[src/rtl/qreg_uart_tx.sv]
// qreg_uart_tx: byte FIFO plus UART transmitter. It takes each byte the CPU
// writes to its output register and sends it on txd as an asynchronous frame:
// start bit, 8 data bits LSB first, optional even parity, then a stop bit.
//
// Optional feature: define UART_PARITY_EN to add an even-parity bit between
// the data and stop bits (11-bit frame). Without it, frames are 10 bits.
//
// Ports:
//   clk      - system clock; all state updates on the rising edge
//   reset    - synchronous, active-low reset
//   load     - one-cycle strobe: CPU writes din this cycle
//   din      - byte to queue for transmission
//   full     - FIFO holds FIFO_DEPTH entries (registered)
//   busy     - transmitter active or FIFO non-empty (registered)
//   overflow - sticky: a load was dropped because the FIFO was full
//   txd      - serial line, idle high (registered)
module qreg_uart_tx #(
  parameter int unsigned CLKS_PER_BIT = 4,
  parameter int unsigned FIFO_DEPTH   = 4
) (
  input  logic       clk,
  input  logic       reset,
  input  logic       load,
  input  logic [7:0] din,
  output logic       full,
  output logic       busy,
  output logic       overflow,
  output logic       txd
);

  localparam int unsigned PW = $clog2(FIFO_DEPTH);
  localparam int unsigned CW = PW + 1;
  localparam int unsigned TW = 8;

`ifdef UART_PARITY_EN
  typedef enum logic [2:0] {IDLE, START, DATA, PARITY, STOP} txState_t;
`else
  typedef enum logic [2:0] {IDLE, START, DATA, STOP} txState_t;
`endif

  txState_t        state;
  logic [TW-1:0]   bitTimer;
  logic [2:0]      bitIdx;
  logic [7:0]      shiftReg;
`ifdef UART_PARITY_EN
  logic            parityBit;
`endif

  logic [7:0]      fifoMem [FIFO_DEPTH];
  logic [PW-1:0]   wrPtr;
  logic [PW-1:0]   rdPtr;
  logic [CW-1:0]   fifoCount;

  logic            bitLast;
  logic            stopLast;
  logic            pushEn;
  logic            popEn;
  logic            idleNext;
  logic [CW-1:0]   countNext;
  logic [7:0]      head;

  // Handshake decode: a pop happens from IDLE or on the last STOP cycle.
  always_comb begin
    bitLast   = (bitTimer == TW'(CLKS_PER_BIT - 1));
    stopLast  = (state == STOP) && bitLast;
    pushEn    = load && !full;
    popEn     = (fifoCount != '0) && ((state == IDLE) || stopLast);
    countNext = fifoCount + CW'(pushEn) - CW'(popEn);
    idleNext  = ((state == IDLE) || stopLast) && !popEn;
    head      = fifoMem[rdPtr];
  end

  // FIFO storage; pointers are cleared by reset so stale contents are harmless.
  always_ff @(posedge clk) begin
    if (reset && pushEn) begin
      fifoMem[wrPtr] <= din;
    end
  end

  // FIFO bookkeeping, status flags and transmit FSM.
  always_ff @(posedge clk) begin
    if (!reset) begin
      state     <= IDLE;
      bitTimer  <= '0;
      bitIdx    <= '0;
      shiftReg  <= '0;
`ifdef UART_PARITY_EN
      parityBit <= 1'b0;
`endif
      txd       <= 1'b1;
      wrPtr     <= '0;
      rdPtr     <= '0;
      fifoCount <= '0;
      full      <= 1'b0;
      busy      <= 1'b0;
      overflow  <= 1'b0;
    end else begin
      if (pushEn) wrPtr <= wrPtr + PW'(1);
      if (popEn)  rdPtr <= rdPtr + PW'(1);
      fifoCount <= countNext;
      full      <= (countNext == CW'(FIFO_DEPTH));
      busy      <= !idleNext || (countNext != '0);
      // A full FIFO drops the load even if a pop frees a slot this edge.
      if (load && full) overflow <= 1'b1;

      case (state)
        IDLE: begin
          bitTimer <= '0;
          if (popEn) begin
            shiftReg  <= head;
`ifdef UART_PARITY_EN
            parityBit <= ^head;
`endif
            state     <= START;
            txd       <= 1'b0;
          end else begin
            txd <= 1'b1;
          end
        end

        START: begin
          if (bitLast) begin
            bitTimer <= '0;
            bitIdx   <= '0;
            state    <= DATA;
            txd      <= shiftReg[0];
          end else begin
            bitTimer <= bitTimer + TW'(1);
          end
        end

        DATA: begin
          if (bitLast) begin
            bitTimer <= '0;
            if (bitIdx == 3'd7) begin
`ifdef UART_PARITY_EN
              state <= PARITY;
              txd   <= parityBit;
`else
              state <= STOP;
              txd   <= 1'b1;
`endif
            end else begin
              bitIdx   <= bitIdx + 3'd1;
              shiftReg <= {1'b0, shiftReg[7:1]};
              txd      <= shiftReg[1];
            end
          end else begin
            bitTimer <= bitTimer + TW'(1);
          end
        end

`ifdef UART_PARITY_EN
        PARITY: begin
          if (bitLast) begin
            bitTimer <= '0;
            state    <= STOP;
            txd      <= 1'b1;
          end else begin
            bitTimer <= bitTimer + TW'(1);
          end
        end
`endif

        STOP: begin
          if (bitLast) begin
            bitTimer <= '0;
            // Back-to-back: chain straight into the next start bit.
            if (popEn) begin
              shiftReg  <= head;
`ifdef UART_PARITY_EN
              parityBit <= ^head;
`endif
              state     <= START;
              txd       <= 1'b0;
            end else begin
              state <= IDLE;
              txd   <= 1'b1;
            end
          end else begin
            bitTimer <= bitTimer + TW'(1);
          end
        end

        default: begin
          state    <= IDLE;
          bitTimer <= '0;
          txd      <= 1'b1;
        end
      endcase
    end
  end

endmodule

[config.mk]
export PLATFORM = sky130hd
export DESIGN_NAME = qreg_uart_tx
export DESIGN_NICKNAME = d
export VERILOG_FILES = /design/src/rtl/qreg_uart_tx.sv
export SDC_FILE = /design/constraint.sdc
export NUM_CORES = 1
export LEC_CHECK = 0
export CAP_MARGIN = 40
export CORE_ASPECT_RATIO = 1.2
export CORE_MARGIN = 3
export CORE_UTILIZATION = 60
export DETAILED_ROUTE_END_ITERATION = 10
export GPL_TIMING_DRIVEN = 0
export PLACE_DENSITY = 0.82
export SETUP_SLACK_MARGIN = 0.4
export SLEW_MARGIN = 20
export SYNTH_ARGS = -nofsm -noshare
export SYNTH_HDL_FRONTEND = slang
export SYNTH_SLANG_ARGS = --single-unit
export TNS_END_PERCENT = 50
[constraint.sdc]
create_clock -name clk -period 5.7 [get_ports clk]
set_input_delay 0.57 -clock clk [delete_from_list [all_inputs] [get_ports clk]]
set_output_delay 0.57 -clock clk [all_outputs]
set_load 0.01 [all_outputs]
==> results of run 1 <==
## per-stage QoR
stage	cells	cell area (sq um)	hold slack, ns
detailed placement	293	3120	0.455
finish	309	3340	0.462
global route	309	3340	0.503
CTS	309	3340	0.470
floorplan	221	2910	0.426
global placement	293	3120	0.444
## cells by family after synthesis
| logic type | count (synthesis) |
|---|---|
| multiplexers | 17 |
| adder cells (fa/ha/maj) | 16 |
| XOR/XNOR | 11 |
| flip-flops | 66 |
| AO/OA/AOI/OAI | 35 |
| AND/OR/NAND/NOR | 53 |
| buffers and inverters | 23 |
## synth_stat cells, types with 3 or more instances
cell type  number
clkbuf_1        8
ha_1           15
xor2_1          4
xnor2_1         7
edfxtp_1       32
o21ai_0         3
nand3_1         3
a21oi_1        11
nor2b_1         4
dfxtp_1        34
mux2i_1         9
and2_1          5
nor2_1         20
and3_1          7
inv_1          10
mux4_2          8
a311oi_1        4
a311oi_2        3
## critical path: stages (launching register included)
cell     delay [ns]
dfxtp_1        0.34
ha_1           0.23
nor3b_2        0.18
a31o_2         0.30
and2_1         0.16
buf_2          0.15
ha_1           0.27
inv_1          0.04
ha_1           0.18
fa_1           0.41
xnor2_1        0.19
xnor2_1        0.15
and3_1         0.20
## how the worst max path moves through the flow
stage                           startpoint              end  slack [ns]  cells past startpoint
floorplan           bitTimer[0]$_SDFF_PP0_  full$_SDFF_PN0_        3.06                     12
global placement                      load  full$_SDFF_PN0_        2.71                     11
detailed placement                    load  full$_SDFF_PN0_        2.71                     11
CTS                 bitTimer[0]$_SDFF_PP0_  full$_SDFF_PN0_        2.81                     12
global route        bitTimer[0]$_SDFF_PP0_  full$_SDFF_PN0_        2.68                     12
finish              bitTimer[0]$_SDFF_PP0_  full$_SDFF_PN0_        2.83                     12
## cell type report
cell class | instances | area [sq um] | area share, %
buffer | 13 | 73.8 | 2.21
clock inverter | 7 | 92.6 | 2.77
inverter | 10 | 37.5 | 1.12
sequential | 66 | 1640 | 49.1
timing repair buffer | 14 | 140 | 4.19
clock buffer | 9 | 124 | 3.71
tap | 58 | 72.6 | 2.17
multi-input combinational | 132 | 1160 | 34.7
## report_power, final
| group | internal, W | switching (W) |
|---|---|---|
| combinational | 0.000298 | 0.000325 |
| sequential | 0.000577 | 0.0000467 |
| clock | 0.000245 | 0.000179 |
## routing by layer
| metal | GRT usage [%] | share of wire, % | routed length (microns) | vias to the layer above |
|---|---|---|---|---|
| li1 | - | - | - | 870 |
| met1 | 24.1 | 42 | 2210 | 868 |
| met2 | 35.5 | 53 | 2740 | 32 |
| met3 | 7.75 | 3.6 | 185 | 6 |
| met4 | 8.59 | 1.4 | 73 | 0 |
| met5 | 0 | 0 | 0 | - |
## sequential cells by signal (all words and copies together), names as in the netlist, 2 cells and up, named ones only
| register | flops |
|---|---|
| bitIdx | 3 |
| bitTimer | 8 |
| fifoCount | 3 |
| fifoMem | 32 |
| rdPtr | 2 |
| shiftReg | 8 |
| state | 2 |
| wrPtr | 2 |
## cells in the final DEF, fill, tap and decap left out, drive strengths merged, types with 2 or more instances in the layout
cell type and n:
a21oi 13, a311oi 7, a32oi 2, and2 5, and3 7, buf 5
bufinv 2, clkbuf 17, clkdlybuf4s50 14, clkinv 3, dfxtp 34, edfxtp 32
ha 15, inv 11, mux2i 9, mux4 8, nand2 2, nand3 3
nand3b 2, nor2 20, nor2b 4, nor3 2, nor4 2, o21ai 3
or3 2, xnor2 7, xor2 4
==> results by group, run 1 <==
Global routing
  – Total gr overflow: 0
  – Global-route wire length before repair: 8.80 mm
  – Largest net degree at the start of global routing: 13
  – Total GRT Usage: 20.9%
  – Vias in the first global route: around 1800
  – Antenna violations before repair: 0

Place
  – Routability cong.: approximately 0.84
  – Quantity of I/O buffers inserted on ports: 14
  – Setup WS pre-CTS: between 2 and 3 ns
  – Dpl hpwl: around 3.6 mm

Clock network
  – Hold-fix buffers, CTS: 0
  – Clk_lat worst skew: around 0.34 ns
  – CTS resizes: 0
  – Setup Buffers After CTS: 0
  – Total CTS buffers: 9
  – Root Driver: clkbuf_8
  – H-tree Lvls: 3
  – CTS tree: yes
  – Worst-path clk slew: roughly 0.070 ns
  – Clock Tree Buf Depth: 2
  – # clock sinks: between 60 and 70

Logic synthesis
  – Synth async-reset ratio: 0%
  – Mean post-synth cell area: approximately 13 sq um
  – Post-synth EDFFs: 32
  – Synth cell types: between 40 and 50
  – Area leader, netlist: edfxtp_1
  – YS warnings: 0
  – Mux share of post-synthesis cell area: 9.28%
  – Synth Area in XOR/XNOR: 3.31%
  – Ranking of synthesized cells by area: edfxtp_1 33%, dfxtp_1 23%, ha_1 6.4%
  – Synth Net Count: around 250
  – Yosys reg bits: 66
  – Post-Synthesis Cell Area: 2910 sq um
  – Post-synthesis cell count: 221
  – Sequential share of the synthesized area: approximately 56%
  – Most common flop cell mapped by yosys: dfxtp_1
  – Largest family of logic cells by synthesized area: simple AND/OR/NAND/NOR gates
  – Compound-cell area share of the yosys netlist: roughly a tenth
  – Synth Area in Adders: a little over 7%
  – Simple-gate share of the synthesized area: 10.3%
  – Post-synth top area share: about a third

Setup path
  – Critical path type: flip-flop to flip-flop
  – CP endpoint kind: flip-flop
  – Worst path required time: 5.98 ns
  – Crit path max fanout: 5
  – Worst Path Arrival: approximately 3.2 ns
  – R2R depth: 12
  – CP startpoint kind: flip-flop
  – Worst R2R Setup Slack: 2.83 ns
  – Reg-to-Reg Start: bitTimer[0]$_SDFF_PP0_
  – R2r endpoint: full$_SDFF_PN0_

Floorplanning
  – Area of the core: roughly 4600 sq um
  – Die height: slightly above 80 microns
  – Initial core utilization: a little over three fifths
  – Full die area: around 5700 sq um
  – Cell Rows: 27
  – Die Wd: 69.6 microns
  – # IOs: 15

STA
  – Relative slew slack: between 50% and 60%
  – Unrepaired setup endpoints after global routing: false
  – TNS Setup: 0 ns
  – Post-route minimum period: roughly 2.9 ns
  – Worst Max-Slew Pin Slew: about 0.61 ns
  – Peak Freq: 348 MHz
  – Final setup margin: roughly 2.8 ns
  – Final hold viol count: 0
  – Setup Skew: 0.00778 ns
  – Setup violations, final: 0
  – Max-slew violations: 0
  – Crit share post-route: ~50%

Power
  – Design Power: between 0.0015 and 0.002 W
  – PwrDens: between 500 and 600 nW/um^2
  – Max rail drop VDD: between 0.3 and 0.4 mV
  – P_leak: approximately 1.2 nW

Route
  – DRC viols: 0
  – DRT antenna net count: 0
  – DR iter-0 viols: 110
  – Via count: around 1800
  – Avg WL per Cell: between 15 and 20 microns
  – DR vias/cell: about 5.7
  – Total wire length: ~5.2 mm
  – Detailed Routing Iterations Pass 1: 4

Min path
  – Hold Path Depth: 1
  – Hold EP: bitTimer[0]$_SDFF_PP0_
  – Min-delay src: bitTimer[0]$_SDFF_PP0_
  – Worst Hold Class: flip-flop to flip-flop

Run
  – Max-cap violations: 0

Cells and area
  – Nets@finish: 273
  – Fillers: ~300
  – Final antenna diode count: 0
  – Post-layout util: between 70 and 80%
  – Layout cells sized above 1: 15.1%
  – Area Overhead vs Synth: 14.7%

Run status
  – Outcome: complete, no violations
Power figures use the tool's default switching activity.
==> inputs of run 2 (changes only) <==
--- a/config.mk
+++ b/config.mk
@@ -8,10 +8,10 @@
 export CAP_MARGIN = 40
 export CORE_ASPECT_RATIO = 1.2
 export CORE_MARGIN = 3
-export CORE_UTILIZATION = 60
+export CORE_UTILIZATION = 59
 export DETAILED_ROUTE_END_ITERATION = 10
 export GPL_TIMING_DRIVEN = 0
-export PLACE_DENSITY = 0.82
+export PLACE_DENSITY = 0.81
 export SETUP_SLACK_MARGIN = 0.4
 export SLEW_MARGIN = 20
 export SYNTH_ARGS = -nofsm -noshare
==> constraint.sdc (replaced) <==
create_clock -name clk -period 2.7 [get_ports clk]
set_input_delay 0.27 -clock clk [delete_from_list [all_inputs] [get_ports clk]]
set_output_delay 0.27 -clock clk [all_outputs]
set_load 0.01 [all_outputs]
==> results by group, run 2 (synthesized netlist as in run 1, its figures left out) <==
Place
  – Routability cong.: between 0.7 and 0.8
  – Quantity of I/O buffers inserted on ports: 14
  – Area after DPL: around 3200 sq um
  – Dpl hpwl: approximately 3.5 mm
  – Dpl cells: 293

Floorplanning
  – Die height: slightly above 80 microns
  – Full die area: just under 6000 sq um
  – # IOs: 15
  – Die Wd: approximately 70 microns
  – Cell Rows: 27
  – Initial core utilization: a little over three fifths
  – Area of the core: 4660 sq um

Clock network
  – Total CTS buffers: 9
  – CTS tree: yes
  – Clock Tree Buf Depth: 2
  – Root Driver: clkbuf_8
  – # clock sinks: 66
  – Worst-path clk slew: ~0.07 ns
  – Clk_lat worst skew: about 0.34 ns
  – H-tree Lvls: 3

Global routing
  – Global-route wire length before repair: approximately 8.4 mm
  – Vias in the first global route: around 1800
  – Total GRT Usage: 19.0%
  – Total gr overflow: 0
  – Largest net degree at the start of global routing: 13
  – Antenna violations before repair: 0

Power
  – Max rail drop VDD: ~0.58 mV
  – Combinational group share of total power: roughly 41%
  – Switching pwr: approximately 0.0012 W
  – Net Sw Frac: around 34%
  – Pint: 0.00239 W
  – Seq pwr share: around 37%
  – P_leak: roughly 1.2 nW
  – PwrDens: 1050 nW/um^2
  – Clk pwr share: between 20% and 30%
  – Design Power: between 0.003 and 0.004 W

Setup path
  – CP peak stage delay: between 0.3 and 0.4 ns
  – Worst-path cell chain: ha_4, nor3b_4, a31o_4, and2_4, buf_6, ha_4, inv_2, ha_4, fa_2, xnor2_2, xnor2_1, and3_1
  – Worst path required time: 2.93 ns
  – Worst path slowest cell: fa_2
  – Crit path max fanout: 2
  – Crit path top cell by count: ha_4
  – CP endpoint kind: flip-flop
  – Critical path type: flip-flop to flip-flop
  – Worst Path Arrival: 2.75 ns
  – CP startpoint kind: flip-flop

Cells and area
  – Final antenna diode count: 0
  – Layout cells sized above 1: between 20% and 30%
  – Top reg by flops: fifoMem
  – Top flop regs: fifoMem (32), bitTimer (8), shiftReg (8)
  – Fin cells: ~320
  – Area Overhead vs Synth: 18.2%
  – Nets@finish: between 200 and 300
  – Leading cell type in the layout, fill and taps excluded: edfxtp_1
  – Most frequent cells in the layout: 32 x edfxtp_1, 30 x dfxtp_1, 20 x nor2_1
  – Final Cell Area: 3440 sq um
  – Max reg flops: 32

Route
  – Avg WL per Cell: between 15 and 20 microns
  – DR vias/cell: between 5 and 6
  – Total wire length: between 5 and 6 mm
  – DRT antenna net count: 0
  – Via count: 1797
  – Detailed Routing Iterations Pass 1: 4
  – DR iter-0 viols: roughly 130
  – DRC viols: 0

Run status
  – Outcome: complete, no violations

Min path
  – Worst Hold Class: flip-flop to flip-flop

STA
  – Max-slew violations: 0
  – Post-route minimum period: around 2.5 ns
  – Setup violations, final: 0
  – Crit share post-route: between 90 and 100%
  – Relative slew slack: between 60% and 70%
  – Unrepaired setup endpoints after global routing: true
  – Worst Max-Slew Pin Slew: 0.590 ns
  – TNS Setup: 0 ns
  – WHS: 0.472 ns
  – Setup Skew: about 0.0082 ns
  – Peak Freq: a little under 400 MHz
  – Final hold viol count: 0

Run
  – Max-cap violations: 0
[run 2: layout make-up]
| class | count | area (sq um) |
|---|---|---|
| buffer | 13 | 80.1 |
| timing repair buffer | 20 | 185 |
| sequential | 66 | 1650 |
| fill | 303 | 1220 |
| tap | 58 | 72.6 |
| multi-input combinational | 132 | 1220 |
| clock buffer | 9 | 124 |
| clock inverter | 7 | 68.8 |
| inverter | 10 | 37.5 |
[run 2: power groups by stage]
| stage | clock network (W) | registers, W | logic [W] |
|---|---|---|---|
| 2_1_floorplan | 0 | 0.00133 | 0.00114 |
| 3_3_place_gp | 0 | 0.00134 | 0.00138 |
| 3_5_place_dp | 0 | 0.00134 | 0.00141 |
| 4_1_cts | 0.000822 | 0.00133 | 0.00146 |
| 5_1_grt | 0.000872 | 0.00135 | 0.00161 |
| 6_report | 0.000809 | 0.00133 | 0.00147 |
[run 2: path summary, 6_finish.rpt]
| check | startpoint | endpoint | slack [ns] | cells after the start |
|---|---|---|---|---|
| min reg2reg | bitIdx[0]$_SDFFE_PN0P_ | bitIdx[0]$_SDFFE_PN0P_ | 0.47 | 2 |
| max reg2reg | bitTimer[0]$_SDFF_PP0_ | full$_SDFF_PN0_ | 0.18 | 12 |
| min | bitIdx[0]$_SDFFE_PN0P_ | bitIdx[0]$_SDFFE_PN0P_ | 0.47 | 2 |
| max | bitTimer[0]$_SDFF_PP0_ | full$_SDFF_PN0_ | 0.18 | 12 |
[run 2: metal layers]
metal	vias to the layer above	share of wire [%]	track usage, %
li1	881	-	-
met1	879	41	20.6
met2	30	54	33.8
met3	7	3.0	5.45
met4	0	1.4	8.89
met5	-	0	0
[run 2: worst max-delay path: cells and delay by family (launching register included)]
family / cells / cell delay (ns)
simple gates: 3 / 0.47
compound gates: 1 / 0.25
flops: 1 / 0.34
buf+inv: 2 / 0.15
xor+xnor: 2 / 0.29
fa+ha+maj: 4 / 0.92
[run 2: metrics by stage]
step | worst slack [ns] | util (%)
6_report | 0.178 | 73.8
3_3_place_gp | 0.0162 | 68.6
5_1_grt | 0.0885 | 73.8
4_1_cts | 0.176 | 73.6
3_5_place_dp | -0.00521 | 68.6
2_1_floorplan | 0.225 | -
[run 2: repair_timing]
| action | CTS | global route |
|---|---|---|
| gates resized for setup | 2 | 0 |
| pin swaps | 6 | 0 |
| setup endpoints to repair | 4 | 4 |
| setup buffers | 5 | 1 |
| hold buffers | 0 | 0 |
==> inputs of run 3 (changes only) <==
--- a/config.mk
+++ b/config.mk
@@ -8,10 +8,11 @@
 export CAP_MARGIN = 40
 export CORE_ASPECT_RATIO = 1.2
 export CORE_MARGIN = 3
-export CORE_UTILIZATION = 59
+export CORE_UTILIZATION = 30
 export DETAILED_ROUTE_END_ITERATION = 10
+export GPL_ROUTABILITY_DRIVEN = 0
 export GPL_TIMING_DRIVEN = 0
-export PLACE_DENSITY = 0.81
+export PLACE_DENSITY = 0.48
 export SETUP_SLACK_MARGIN = 0.4
 export SLEW_MARGIN = 20
 export SYNTH_ARGS = -nofsm -noshare
==> results by group, run 3 (synthesized netlist as in run 1, its figures left out) <==
Run status
  – Outcome: complete, no violations

Power
  – Switching pwr: 0.00126 W
  – Combinational group share of total power: between 30 and 40%
  – PwrDens: between 1000 and 1500 nW/um^2
  – Net Sw Frac: approximately a third
  – Max rail drop VDD: around 0.38 mV
  – P_leak: ~1.3 nW
  – Seq pwr share: a little over a third
  – Pint: ~0.0024 W
  – Clk pwr share: 23.9%

Floorplanning
  – Area of the core: a little over 9000 sq um
  – Initial core utilization: 31.4%
  – Die Wd: 95.9 microns
  – Full die area: roughly 11000 sq um
  – Die height: approximately 110 microns
  – Cell Rows: 38
  – # IOs: 15

STA
  – Max-slew violations: 0
  – Crit share post-route: between 90 and 100%
  – Worst Max-Slew Pin Slew: about 0.64 ns
  – Peak Freq: 397 MHz
  – WHS: between 0.4 and 0.5 ns
  – Post-route minimum period: about 2.5 ns
  – Final setup margin: around 0.18 ns
  – Relative slew slack: 57.3%
  – Setup Skew: about 0.009 ns
  – Setup violations, final: 0
  – Unrepaired setup endpoints after global routing: true
  – Final hold viol count: 0

Setup path
  – Worst path required time: 2.95 ns
  – Worst-path cell chain: ha_4, nor3b_4, a31o_4, and2_4, buf_6, ha_4, inv_2, ha_4, fa_2, xnor2_2, xnor2_1, and3_1
  – CP startpoint kind: flip-flop
  – CP endpoint kind: flip-flop
  – Worst Path Arrival: ~2.8 ns
  – Crit path top cell by count: ha_4
  – Crit path max fanout: 2
  – Worst path slowest cell: fa_2
  – CP peak stage delay: 0.37 ns
  – Critical path type: flip-flop to flip-flop
  – Cell family with most CP delay: adder cells
  – CP bufs+invs: 2

Clock network
  – Hold-fix buffers, CTS: 0
  – CTS tree: yes
  – Worst-path clk slew: around 0.08 ns
  – Total CTS buffers: 9
  – # clock sinks: 66
  – H-tree Lvls: 3
  – Clock Tree Buf Depth: 2
  – Clk_lat worst skew: around 0.34 ns
  – Root Driver: clkbuf_8

Place
  – Quantity of I/O buffers inserted on ports: 14
  – Setup WS pre-CTS: between 0.004 and 0.005 ns
  – Dpl hpwl: between 3 and 4 mm

Global routing
  – Largest net degree at the start of global routing: 15
  – Antenna violations before repair: 0
  – Vias in the first global route: 1815
  – Total GRT Usage: a little over a tenth
  – Global-route wire length before repair: 8.98 mm
  – Total gr overflow: 0

Cells and area
  – Leading cell type in the layout, fill and taps excluded: edfxtp_1
  – Post-layout util: a little under two fifths
  – Nets@finish: ~280
  – Area Overhead vs Synth: 21.4%
  – Max reg flops: 32
  – Top flop regs: fifoMem (32), bitTimer (8), shiftReg (8)
  – Most frequent cells in the layout: 32 x edfxtp_1, 30 x dfxtp_1, 20 x nor2_1
  – Top reg by flops: fifoMem
  – Final antenna diode count: 0
  – Layout cells sized above 1: a little under a quarter

Route
  – DR iter-0 viols: 95
  – DRC viols: 0
  – Via count: roughly 1800
  – Avg WL per Cell: 14.3 microns
  – Detailed Routing Iterations Pass 1: 6
  – DR vias/cell: roughly 4.7
  – Total wire length: around 5.4 mm
  – DRT antenna net count: 0

Min path
  – Worst Hold Class: flip-flop to flip-flop

Run
  – Max-cap violations: 0
-- run 3: cell count changes in the layout (fill, tap and decap cells not counted), sizes merged --
cell | previous run | this run
inv | 11 | 14
clkinv | 4 | 1
-- run 3: final timing paths --
kind	cells past startpoint	to	startpoint	slack, ns
worst max register to register	12	full$_SDFF_PN0_	bitTimer[0]$_SDFF_PP0_	0.18
worst min-delay path	2	overflow$_SDFFE_PN0P_	overflow$_SDFFE_PN0P_	0.47
worst max-delay path	12	full$_SDFF_PN0_	bitTimer[0]$_SDFF_PP0_	0.18
worst min register to register	2	overflow$_SDFFE_PN0P_	overflow$_SDFFE_PN0P_	0.47
-- run 3: worst register-to-register path: cells and delay by family, from the launching register on --
family	cells	cell delay, ns
fa+ha+maj	4	0.92
simple gates	3	0.46
flops	1	0.36
xor+xnor	2	0.28
compound gates	1	0.26
buf+inv	2	0.15
-- run 3: repair_timing --
item	CTS	global route
setup endpoints to repair	4	4
resized for setup	2	1
endpoints found under the hold margin	0	0
pin swaps	6	0
setup buffers	5	1
-- run 3: per-layer routing --
metal | wire [microns] | vias up | share of wire [%] | global-route usage, %
li1 | - | 880 | - | -
met1 | 2480 | 876 | 46 | 13.2
met2 | 2660 | 17 | 49 | 17.9
met3 | 158 | 10 | 2.9 | 3.56
met4 | 106 | 0 | 2.0 | 4.55
met5 | 0 | - | 0 | 0
-- run 3: per-stage QoR --
| stage | area (sq um) | instances | setup TNS [ns] | power (W) |
|---|---|---|---|---|
| 6_report | 3530 | 377 | 0 | 0.00366 |
| 5_1_grt | 3530 | 377 | 0 | 0.00392 |
| 4_1_cts | 3520 | 376 | 0 | 0.00371 |
| 3_5_place_dp | 3280 | 355 | 0 | 0.00278 |
| 3_3_place_gp | 3280 | 355 | -0.0101 | 0.00278 |
| 2_1_floorplan | 2990 | 221 | 0 | 0.00247 |
-- run 3: area by class of cell --
| cell class | instances | area [sq um] |
|---|---|---|
| Timing Repair Buffer | 20 | 185 |
| Clock buffer | 9 | 124 |
| Multi-Input combinational cell | 132 | 1220 |
| Buffer | 13 | 80.1 |
| Sequential cell | 66 | 1650 |
| Inverter | 10 | 37.5 |
| Clock inverter | 7 | 81.3 |
| Tap cell | 120 | 150 |
| Fill cell | 920 | 5740 |
-- run 3: power by group through the flow --
stage	combinational (W)	sequential, W	clock (W)
final	0.00146	0.00133	0.000873
after global routing	0.00162	0.00135	0.000950
after CTS	0.00148	0.00132	0.000903
after detailed placement	0.00143	0.00134	0
after global placement	0.00144	0.00134	0
after floorplan	0.00114	0.00133	0
